`config.mk`:
```
export PLATFORM = sky130hd
export DESIGN_NAME = dec2bin_accum
export DESIGN_NICKNAME = d
export VERILOG_FILES = /design/src/rtl/dec2bin_pkg.sv /design/src/rtl/mul10_add.sv /design/src/rtl/dec2bin_accum.sv
export SDC_FILE = /design/constraint.sdc
export NUM_CORES = 1
export LEC_CHECK = 0
export CORE_MARGIN = 1.5
export CORE_UTILIZATION = 35
export CTS_CLUSTER_SIZE = 25
export DETAILED_ROUTE_END_ITERATION = 8
export GPL_ROUTABILITY_DRIVEN = 0
export PLACE_DENSITY_LB_ADDON = 0.05
export SYNTH_ARGS = -nofsm -noshare
export SYNTH_HDL_FRONTEND = slang
export SYNTH_SLANG_ARGS = --single-unit
```
`constraint.sdc`:
```
create_clock -name clk -period 3.2 [get_ports clk]
set_clock_uncertainty 0.15 [all_clocks]
set_input_delay 0.96 -clock clk [delete_from_list [all_inputs] [get_ports clk]]
set_output_delay 0.96 -clock clk [all_outputs]
set_load 0.01 [all_outputs]
```
`src/rtl/dec2bin_pkg.sv`:
```
// Shared types and constants for the decimal-to-binary accumulator.
package dec2bin_pkg;

  typedef enum logic [1:0] {
    IDLE,
    ACCUM,
    DONE
  } state_t;

  localparam logic [3:0] BCD_MAX    = 4'd9;
  localparam logic [3:0] MINUS_CODE = 4'hA;

  function automatic logic is_bcd(input logic [3:0] d);
    return d <= BCD_MAX;
  endfunction

endpackage

```
`src/rtl/mul10_add.sv`:
```
// Combinational acc*10 + d using shift-add, widened by 4 bits so it cannot wrap.
module mul10_add #(
  parameter int WIDTH = 16
) (
  input  logic [WIDTH-1:0] acc,
  input  logic [3:0]       d,
  output logic [WIDTH+3:0] y
);

  logic [WIDTH+3:0] ext;

  assign ext = {4'b0000, acc};
  assign y   = (ext << 3) + (ext << 1) + {{WIDTH{1'b0}}, d};

endmodule

```
`src/rtl/dec2bin_accum.sv`:
```
// Sequential BCD-to-binary converter: acc = acc*10 + digit per accepted digit.
// Define DEC2BIN_SIGN_EN to accept a leading minus code and produce a signed result.
module dec2bin_accum
  import dec2bin_pkg::*;
#(
  parameter int WIDTH      = 16,
  parameter int MAX_DIGITS = 5
) (
  input  logic                          clk,
  input  logic                          rst,
  input  logic                          clear,
  input  logic                          digit_valid,
  input  logic [3:0]                    digit_in,
  input  logic                          digit_last,
  output logic                          digit_ready,
  output logic [WIDTH-1:0]              result,
  output logic                          result_valid,
  input  logic                          result_ack,
  output logic                          overflow,
  output logic                          bad_digit,
  output logic [$clog2(MAX_DIGITS+1)-1:0] digit_count
);

  localparam int CW = $clog2(MAX_DIGITS+1);
  localparam int XW = WIDTH + 4;

  state_t           state;
  logic [WIDTH-1:0] acc;
  logic             ovf;
  logic             neg;

  logic [XW-1:0]    prod;
  logic [XW-1:0]    limit;
  logic             take;
  logic             numeric;

  logic [WIDTH-1:0] acc_nxt;
  logic             ovf_nxt;
  logic             neg_nxt;
  logic [CW-1:0]    cnt_nxt;
  logic             bad_nxt;
  logic [WIDTH-1:0] res_nxt;

  mul10_add #(.WIDTH(WIDTH)) u_mul10 (
    .acc (acc),
    .d   (digit_in),
    .y   (prod)
  );

  assign digit_ready = ~rst & (state != DONE);
  assign take        = digit_valid & digit_ready;
  assign numeric     = is_bcd(digit_in);

`ifdef DEC2BIN_SIGN_EN
  assign limit = neg ? {4'b0000, 1'b1, {(WIDTH-1){1'b0}}}
                     : {5'b00000, {(WIDTH-1){1'b1}}};
`else
  assign limit = {4'b0000, {WIDTH{1'b1}}};
`endif

  always_comb begin
    acc_nxt = acc;
    ovf_nxt = ovf;
    neg_nxt = neg;
    cnt_nxt = digit_count;
    bad_nxt = 1'b0;
    if (take) begin
      if (numeric) begin
        if (digit_count == CW'(MAX_DIGITS)) begin
          ovf_nxt = 1'b1;
        end else begin
          cnt_nxt = digit_count + CW'(1);
          if (prod > limit) begin
            ovf_nxt = 1'b1;
            acc_nxt = limit[WIDTH-1:0];
          end else begin
            acc_nxt = prod[WIDTH-1:0];
          end
        end
`ifdef DEC2BIN_SIGN_EN
      end else if (digit_in == MINUS_CODE && state == IDLE) begin
        neg_nxt = 1'b1;
`endif
      end else begin
        bad_nxt = 1'b1;
      end
    end
    // Negation uses the updated magnitude so the last digit is included.
    res_nxt = neg_nxt ? (~acc_nxt) + WIDTH'(1) : acc_nxt;
  end

  always_ff @(posedge clk or posedge rst) begin
    if (rst) begin
      state        <= IDLE;
      acc          <= '0;
      ovf          <= 1'b0;
      neg          <= 1'b0;
      digit_count  <= '0;
      result       <= '0;
      result_valid <= 1'b0;
      overflow     <= 1'b0;
      bad_digit    <= 1'b0;
    end else if (clear) begin
      state        <= IDLE;
      acc          <= '0;
      ovf          <= 1'b0;
      neg          <= 1'b0;
      digit_count  <= '0;
      result       <= '0;
      result_valid <= 1'b0;
      overflow     <= 1'b0;
      bad_digit    <= 1'b0;
    end else begin
      bad_digit <= bad_nxt;
      case (state)
        IDLE, ACCUM: begin
          acc         <= acc_nxt;
          ovf         <= ovf_nxt;
          neg         <= neg_nxt;
          digit_count <= cnt_nxt;
          if (take && digit_last) begin
            state        <= DONE;
            result       <= res_nxt;
            overflow     <= ovf_nxt;
            result_valid <= 1'b1;
          end else if (take && numeric) begin
            state <= ACCUM;
          end
        end
        DONE: begin
          if (result_ack) begin
            state        <= IDLE;
            acc          <= '0;
            ovf          <= 1'b0;
            neg          <= 1'b0;
            digit_count  <= '0;
            result_valid <= 1'b0;
            overflow     <= 1'b0;
          end
        end
        default: state <= IDLE;
      endcase
    end
  end

endmodule

```
==> results of run 1 <==
==> cell families (layout without fill, tap and decap cells) <==
group                      after synthesis  in the layout  synth area share [%]
buffers and inverters                   24            125                 3.696
adders and majority gates               35             35                 15.38
and+or+nand+nor                        125            125                 19.16
DFF                                     41             41                 34.83
AOI/OAI and AO/OA                       89             89                 23.36
xor gates and xnor gates                12             12                 3.569
==> metal layers <==
layer,wire length (um),track usage (%),part of all wire [%],up-vias
met4,63,4.478,0.71,0
met1,4352,30.15,49,1339
met3,255,2.979,2.9,6
met5,0,0,0,-
li1,-,-,-,1397
met2,4157,35.00,47,43
==> stage by stage <==
stage,std cells,instance area (um^2),power (mW)
finish,532,4388,1.261
global route,532,4388,1.337
CTS,529,4177,1.246
detailed placement,517,3880,0.8417
global placement,517,3880,0.8393
floorplan,326,2957,0.7150
==> power groups by stage <==
stage	clock network, mW	logic (mW)	registers [mW]
4_1_cts	0.379	0.314	0.552
6_report	0.363	0.345	0.553
2_1_floorplan	0	0.149	0.566
3_5_place_dp	0	0.279	0.562
3_3_place_gp	0	0.277	0.562
5_1_grt	0.402	0.380	0.555
==> path summary, 6_finish.rpt <==
kind	endpoint	slack, ps
max	acc[4]$_DFFE_PP0P_	-470
min	result[13]$_DFFE_PP0P_	330
max reg2reg	acc[4]$_DFFE_PP0P_	-200
min reg2reg	result[13]$_DFFE_PP0P_	330
max in group asynchronous	result[6]$_DFFE_PP0P_	1710
min in group asynchronous	bad_digit$_DFF_PP0_	700
==> final cells by class <==
type                       instances  area, um^2  share of cell area, %
timing repair buffer             109        1013                  23.10
clock inverter                     1       7.507                 0.1711
tap                              105       131.4                  2.994
clock buffer                       6       82.58                  1.882
sequential                        41        1026                  23.38
inverter                           9       33.78                 0.7699
multi-input combinational        261        2093                  47.70
==> worst min-delay path, cell delays in order, from the launching register on <==
cell                      delay, ps
sky130_fd_sc_hd__dfrtp_1        350
sky130_fd_sc_hd__nand2_1         50
sky130_fd_sc_hd__nand2_1         50
==> state kept, by name (all words and copies together), names as in the netlist <==
register and count:
result_valid 1, state 2, result 16, acc 16
bad_digit 1, overflow 1, ovf 1, digit_count 3
==> synth_stat cells, types with 4 or more instances <==
cell type / count
sky130_fd_sc_hd__nand2_1: 44
sky130_fd_sc_hd__dfrtp_1: 41
sky130_fd_sc_hd__nor2_1: 37
sky130_fd_sc_hd__ha_1: 33
sky130_fd_sc_hd__a211oi_1: 17
sky130_fd_sc_hd__o21ai_0: 17
sky130_fd_sc_hd__nor3_1: 15
sky130_fd_sc_hd__a21oi_1: 11
sky130_fd_sc_hd__clkbuf_1: 10
sky130_fd_sc_hd__o221ai_2: 10
sky130_fd_sc_hd__inv_1: 9
sky130_fd_sc_hd__xnor2_1: 9
sky130_fd_sc_hd__nand3_1: 8
sky130_fd_sc_hd__o21a_1: 5
sky130_fd_sc_hd__and2_1: 4
sky130_fd_sc_hd__and3_1: 4
sky130_fd_sc_hd__o31ai_1: 4
==> layout by cell type, fill, tap and decap left out, drive strengths merged, types with 9 or more instances in the layout <==
cell type / Yosys / routed
clkbuf: 11 / 10
nand2: 44 / 44
dfrtp: 41 / 41
clkdlybuf4s50: 0 / 28
nor2: 37 / 37
o21ai: 17 / 17
buf: 4 / 76
a211oi: 17 / 17
a21oi: 12 / 12
o221ai: 13 / 13
ha: 33 / 33
xnor2: 9 / 9
nor3: 15 / 15
==> what timing repair did <==
action | CTS | global route
gates resized for setup | 42 | 33
buffers inserted | 3 | 1
pin swaps | 31 | 39
gates cloned | 2 | 2
endpoints found under the setup margin | 34 | 35
==> reports/qor.yml, run 1 <==
outcome: "finished, violations left"
failed_checks: "negative setup slack"
groute.usage.overall_pct: 21.46
number_of_clock_buffers_inserted_by_tritoncts: 5
ys_warn_count: 0
design.final.nets: 472
min_path_type: "reg -> reg"
timing.critical_path.slowest_stage_cell: "sky130_fd_sc_hd__fa_2"
dp.final_hpwl_um: 6377
cts.sinks: 41
layout_min_cycle_time_ps: 3669
dr_total_vias: 2785
diodes: 0
final.hold.worst_slack_ps: 328.7
cts_tree: "yes"
path_clk_slew_ps: 80
max_slew.worst_pin.slew_ps: 457.0
syn_area_per_cell_um2: 9.035
setup-violations-final: 34
finish.utilization_pct: 53.67
critPathRequiredTime_ps: 3230
vias_per_cell: 5.235
effective_utilization_at_floorplan_pct: 36.03
critical_path.n_buffers_inverters: 3
critical_path.cell_chain: "buf_6 > fa_2 > fa_2 > a21oi_2 > nand4b_1 > a2111oi_4 > or4_1 > a22oi_2 > nand4_1 > buf_6 > clkbuf_16 > a211oi_4 > nor3_2"
worst_skew_pair.late_latency_ps: 300
max_freq_ghz: 0.2726
ctsHoldBuffers: 0
crit-reg2reg-launch: "acc[2]$_DFFE_PP0P_"
setup_total_neg_slack_ps: -13800
pre_cts_setup_slack_ps: -1185
number_of_synthesized_register_bits: 41
coreArea_um2: 8175
syn_area_um2: 2945
synth.yosys.seq_area_share_pct: 34.83
synth_area_leader_cell: "sky130_fd_sc_hd__dfrtp_1"
layout_cell_share_with_drive_strength_beyond_1_pct: 32.55
relative_slew_slack_pct: 69.31
worst-path-max-fanout: 6
rows: 33
timing.critical_path.depth: 13
detail-route-antenna-nets: 0
synth.distinct_cells: 46
ir_worst_vdd_mv: 0.1680
number_of_input_and_output_port_buffers_inserted: 32
worst_hold_path.num_cells: 2
io_pins: 33
crit_type: "in -> reg"
rsz0062_at_grt: "true"
synth_top_cell_area_share_pct: 34.83
top_family_by_delay_on_critical_path: "simple AND/OR/NAND/NOR gates"
die_area_um2: 8975
cp.arrival_ps: 3700
final_period_utilization_pct: 114.6
switching_power_mw: 0.3936
worst_r2r_path_depth: 12
drv_cap: 0
synth.top_cells.by_area: "sky130_fd_sc_hd__dfrtp_1 35%, sky130_fd_sc_hd__ha_1 14%, sky130_fd_sc_hd__nand2_1 5.6%, sky130_fd_sc_hd__o221ai_2 5.1%, sky130_fd_sc_hd__nor2_1 4.7%"
power_frac_clock_pct: 28.8
p_seq_share_pct: 43.8
finalMaxSlewViolations: 0
cp_slowest_stage_delay_ps: 430
timing.hold.worst.start: "result[13]$_DFFE_PP0P_"
grt_antenna_before_repair: 0
vias_in_the_first_global_route: 2921
finalWorstSetupSlack_ps: -468.5
fillers: 755
globalRouteOverflowTotal: 0
htree_levels: 2
clock_tree.buffer_depth: 2
first_iter_violations: 58
cell_internal_pwr_mw: 0.8677
dieHeight_um: 94.74
power.leakage_nw: 2.074
synth_nets: 371
synthToLayoutAreaGrowth_pct: 48.98
ys_dominant_reg_cell: "sky130_fd_sc_hd__dfrtp_1"
avgRoutedWirePerCell_um: 16.60
share_comb_of_total_power_pct: 27.4
grt_start_max_net_pins: 23
ctsRootBufferMaster: "sky130_fd_sc_hd__clkbuf_8"
detail_route.first_pass.iterations: 4
cells_after_synth: 326
synth_enable_flop_cells: 0
synthArstFlopShare_pct: 100.0
drt_drc_violations_left: 0
timing.critical_path.to_type: "flip-flop"
total_wirelength_um: 8829
timing.critical_path.from_type: "input port"
cp-startpoint: "digit_in[3]"
die-width_um: 94.74
grt_pass1_wl_um: 14710
areal_power_density_over_the_cells_nw_per_um2: 287.4
final-hold-violation-count: 0
p_sw_share_pct: 31.21
Note: power is estimated with default switching activity, not from simulation.
==> inputs of run 2 (changes only) <==
- CORE_MARGIN: 1.5 -> 2
- SKIP_LAST_GASP: not set -> 1
==> run 2 against run 1 <==
The flow still finishes with violations (negative setup slack); design area rose by 0.37%; global-route usage fell by 0.72 points; sequential share of layout area fell by 0.086 points; die area rose by 2.1%; routed wire length rose by 0.69%; critical path depth did not move; via count rose by 0.29%; non-clock buffer count fell by 1; worst setup slack got worse by 67 ps; critical path type unchanged.
==> reports/qor.yml, run 2 (synthesized netlist as in run 1, its figures left out) <==
ctsRootBufferMaster: "sky130_fd_sc_hd__clkbuf_8"
power_frac_clock_pct: 28.5
detail_route.first_pass.iterations: 4
effective_utilization_at_floorplan_pct: 36.03
worst_skew_pair.late_latency_ps: 300
synthToLayoutAreaGrowth_pct: 49.53
worst-path-max-fanout: 6
io_pins: 33
min_path_type: "reg -> reg"
grt_pass1_wl_um: 14480
finalMaxSlewViolations: 0
layout_min_cycle_time_ps: 3735
htree_levels: 2
rows: 33
reg.largest.list: "acc x16, result x16, digit_count x3"
layout.cells.most_common: "sky130_fd_sc_hd__buf_4"
areal_power_density_over_the_cells_nw_per_um2: 286.3
ir_worst_vdd_mv: 0.1302
clock_tree.buffer_depth: 2
relative_slew_slack_pct: 50.84
groute.usage.overall_pct: 20.74
die_area_um2: 9165
max_slew.worst_pin.slew_ps: 732.9
layout_cell_share_with_drive_strength_beyond_1_pct: 31.92
vias_in_the_first_global_route: 2880
multi_input_area_um2: 2097
finalWorstSetupSlack_ps: -535.1
drv_cap: 0
switching_power_mw: 0.3925
dieHeight_um: 95.74
timing.critical_path.to_type: "flip-flop"
power_mw: 1.261
timing.critical_path.from_type: "input port"
number_of_input_and_output_port_buffers_inserted: 32
regArea_um2: 1026
stdcell_area_um2: 4404
design.final.nets: 471
vias_per_cell: 5.260
number_of_clock_buffers_inserted_by_tritoncts: 5
drt_drc_violations_left: 0
detail-route-antenna-nets: 0
cts_tree: "yes"
rsz0062_at_grt: "true"
cell_internal_pwr_mw: 0.8683
most_frequent_cells_in_the_layout: "64 x sky130_fd_sc_hd__buf_4, 44 x sky130_fd_sc_hd__nand2_1, 41 x sky130_fd_sc_hd__dfrtp_1"
crit_type: "in -> reg"
die-width_um: 95.74
share_comb_of_total_power_pct: 27.6
total_wirelength_um: 8890
cp.arrival_ps: 3770
final-hold-violation-count: 0
cts.sinks: 41
coreArea_um2: 8175
setup-violations-final: 34
avgRoutedWirePerCell_um: 16.74
failed_checks: "negative setup slack"
dr_total_vias: 2793
fillers: 785
p_sw_share_pct: 31.13
diodes: 0
ctsHoldBuffers: 0
max_freq_ghz: 0.2677
first_iter_violations: 83
grt_start_max_net_pins: 25
outcome: "finished, violations left"
p_seq_share_pct: 43.9
globalRouteOverflowTotal: 0
critPathRequiredTime_ps: 3240
dp.final_hpwl_um: 6365
final_period_utilization_pct: 116.7
path_clk_slew_ps: 80
grt_antenna_before_repair: 0
dpl-instance-area_um2: 3910
power.leakage_nw: 2.066
## run 2: cell count changes in the layout (fill, tap and decap cells not counted), sizes merged
cell and delta:
clkbuf -2, buf +1
## run 2: final timing paths
path                       slack [ps]             startpoint                     end  cells past startpoint
max                              -540            digit_in[3]  result[14]$_DFFE_PP0P_                     13
min                               330  result[0]$_DFFE_PP0P_   result[0]$_DFFE_PP0P_                      2
max reg2reg                      -270     acc[0]$_DFFE_PP0P_  result[14]$_DFFE_PP0P_                     12
min reg2reg                       330  result[0]$_DFFE_PP0P_   result[0]$_DFFE_PP0P_                      2
max in group asynchronous        1390                    rst     acc[10]$_DFFE_PP0P_                      4
min in group asynchronous        1000                    rst     acc[13]$_DFFE_PP0P_                      3
## run 2: power groups by stage
stage               clock network [mW]  registers [mW]  logic, mW
finish                           0.360           0.553      0.348
global route                     0.399           0.556      0.379
CTS                              0.378           0.553      0.329
detailed placement                   0           0.562      0.283
global placement                     0           0.562      0.281
floorplan                            0           0.566      0.149
## run 2: worst max-delay path: stages
cell	delay, ps
sky130_fd_sc_hd__buf_6	100
sky130_fd_sc_hd__fa_2	430
sky130_fd_sc_hd__fa_2	360
sky130_fd_sc_hd__a21oi_2	160
sky130_fd_sc_hd__nand4b_1	260
sky130_fd_sc_hd__a2111oi_4	130
sky130_fd_sc_hd__or4_1	430
sky130_fd_sc_hd__a22oi_2	180
sky130_fd_sc_hd__nand4_1	170
sky130_fd_sc_hd__buf_4	200
sky130_fd_sc_hd__buf_8	140
sky130_fd_sc_hd__o221ai_4	170
sky130_fd_sc_hd__nand2_1	70
## run 2: metal layers
| layer | routed length, um | GRT usage (%) | share of wire (%) |
|---|---|---|---|
| met1 | 4303 | 28.71 | 48 |
| met2 | 4187 | 33.57 | 47 |
| met3 | 260 | 3.132 | 2.9 |
| met4 | 139 | 6.190 | 1.6 |
| met5 | 0 | 0 | 0 |
## run 2: repair_timing
| item | 4_1_cts | 5_1_grt |
|---|---|---|
| gates cloned | 3 | 1 |
| pin swaps | 43 | 26 |
| buffers inserted | 3 | 1 |
| setup endpoints to repair | 34 | 35 |
| resized for setup | 49 | 27 |
## run 2: layout make-up
class	count	share of cell area, %
Clock buffer	6	1.875
Clock inverter	1	0.1705
Inverter	9	0.7670
Multi-Input combinational cell	261	47.61
Sequential cell	41	23.30
Tap cell	105	2.983
Timing Repair Buffer	108	23.30
## run 2: through the flow
stage | util (%) | TNS, ps | hold slack, ps | cells | setup slack (ps)
3_3_place_gp | 47.83 | -35190 | 313.6 | 516 | -1088
4_1_cts | 52.04 | -20610 | 337.9 | 529 | -667.0
5_1_grt | 53.87 | -19780 | 362.3 | 531 | -634.3
2_1_floorplan | - | -16130 | 319.3 | 326 | -539.9
6_report | 53.87 | -16150 | 330.5 | 531 | -535.1
3_5_place_dp | 47.83 | -37630 | 311.5 | 516 | -1173
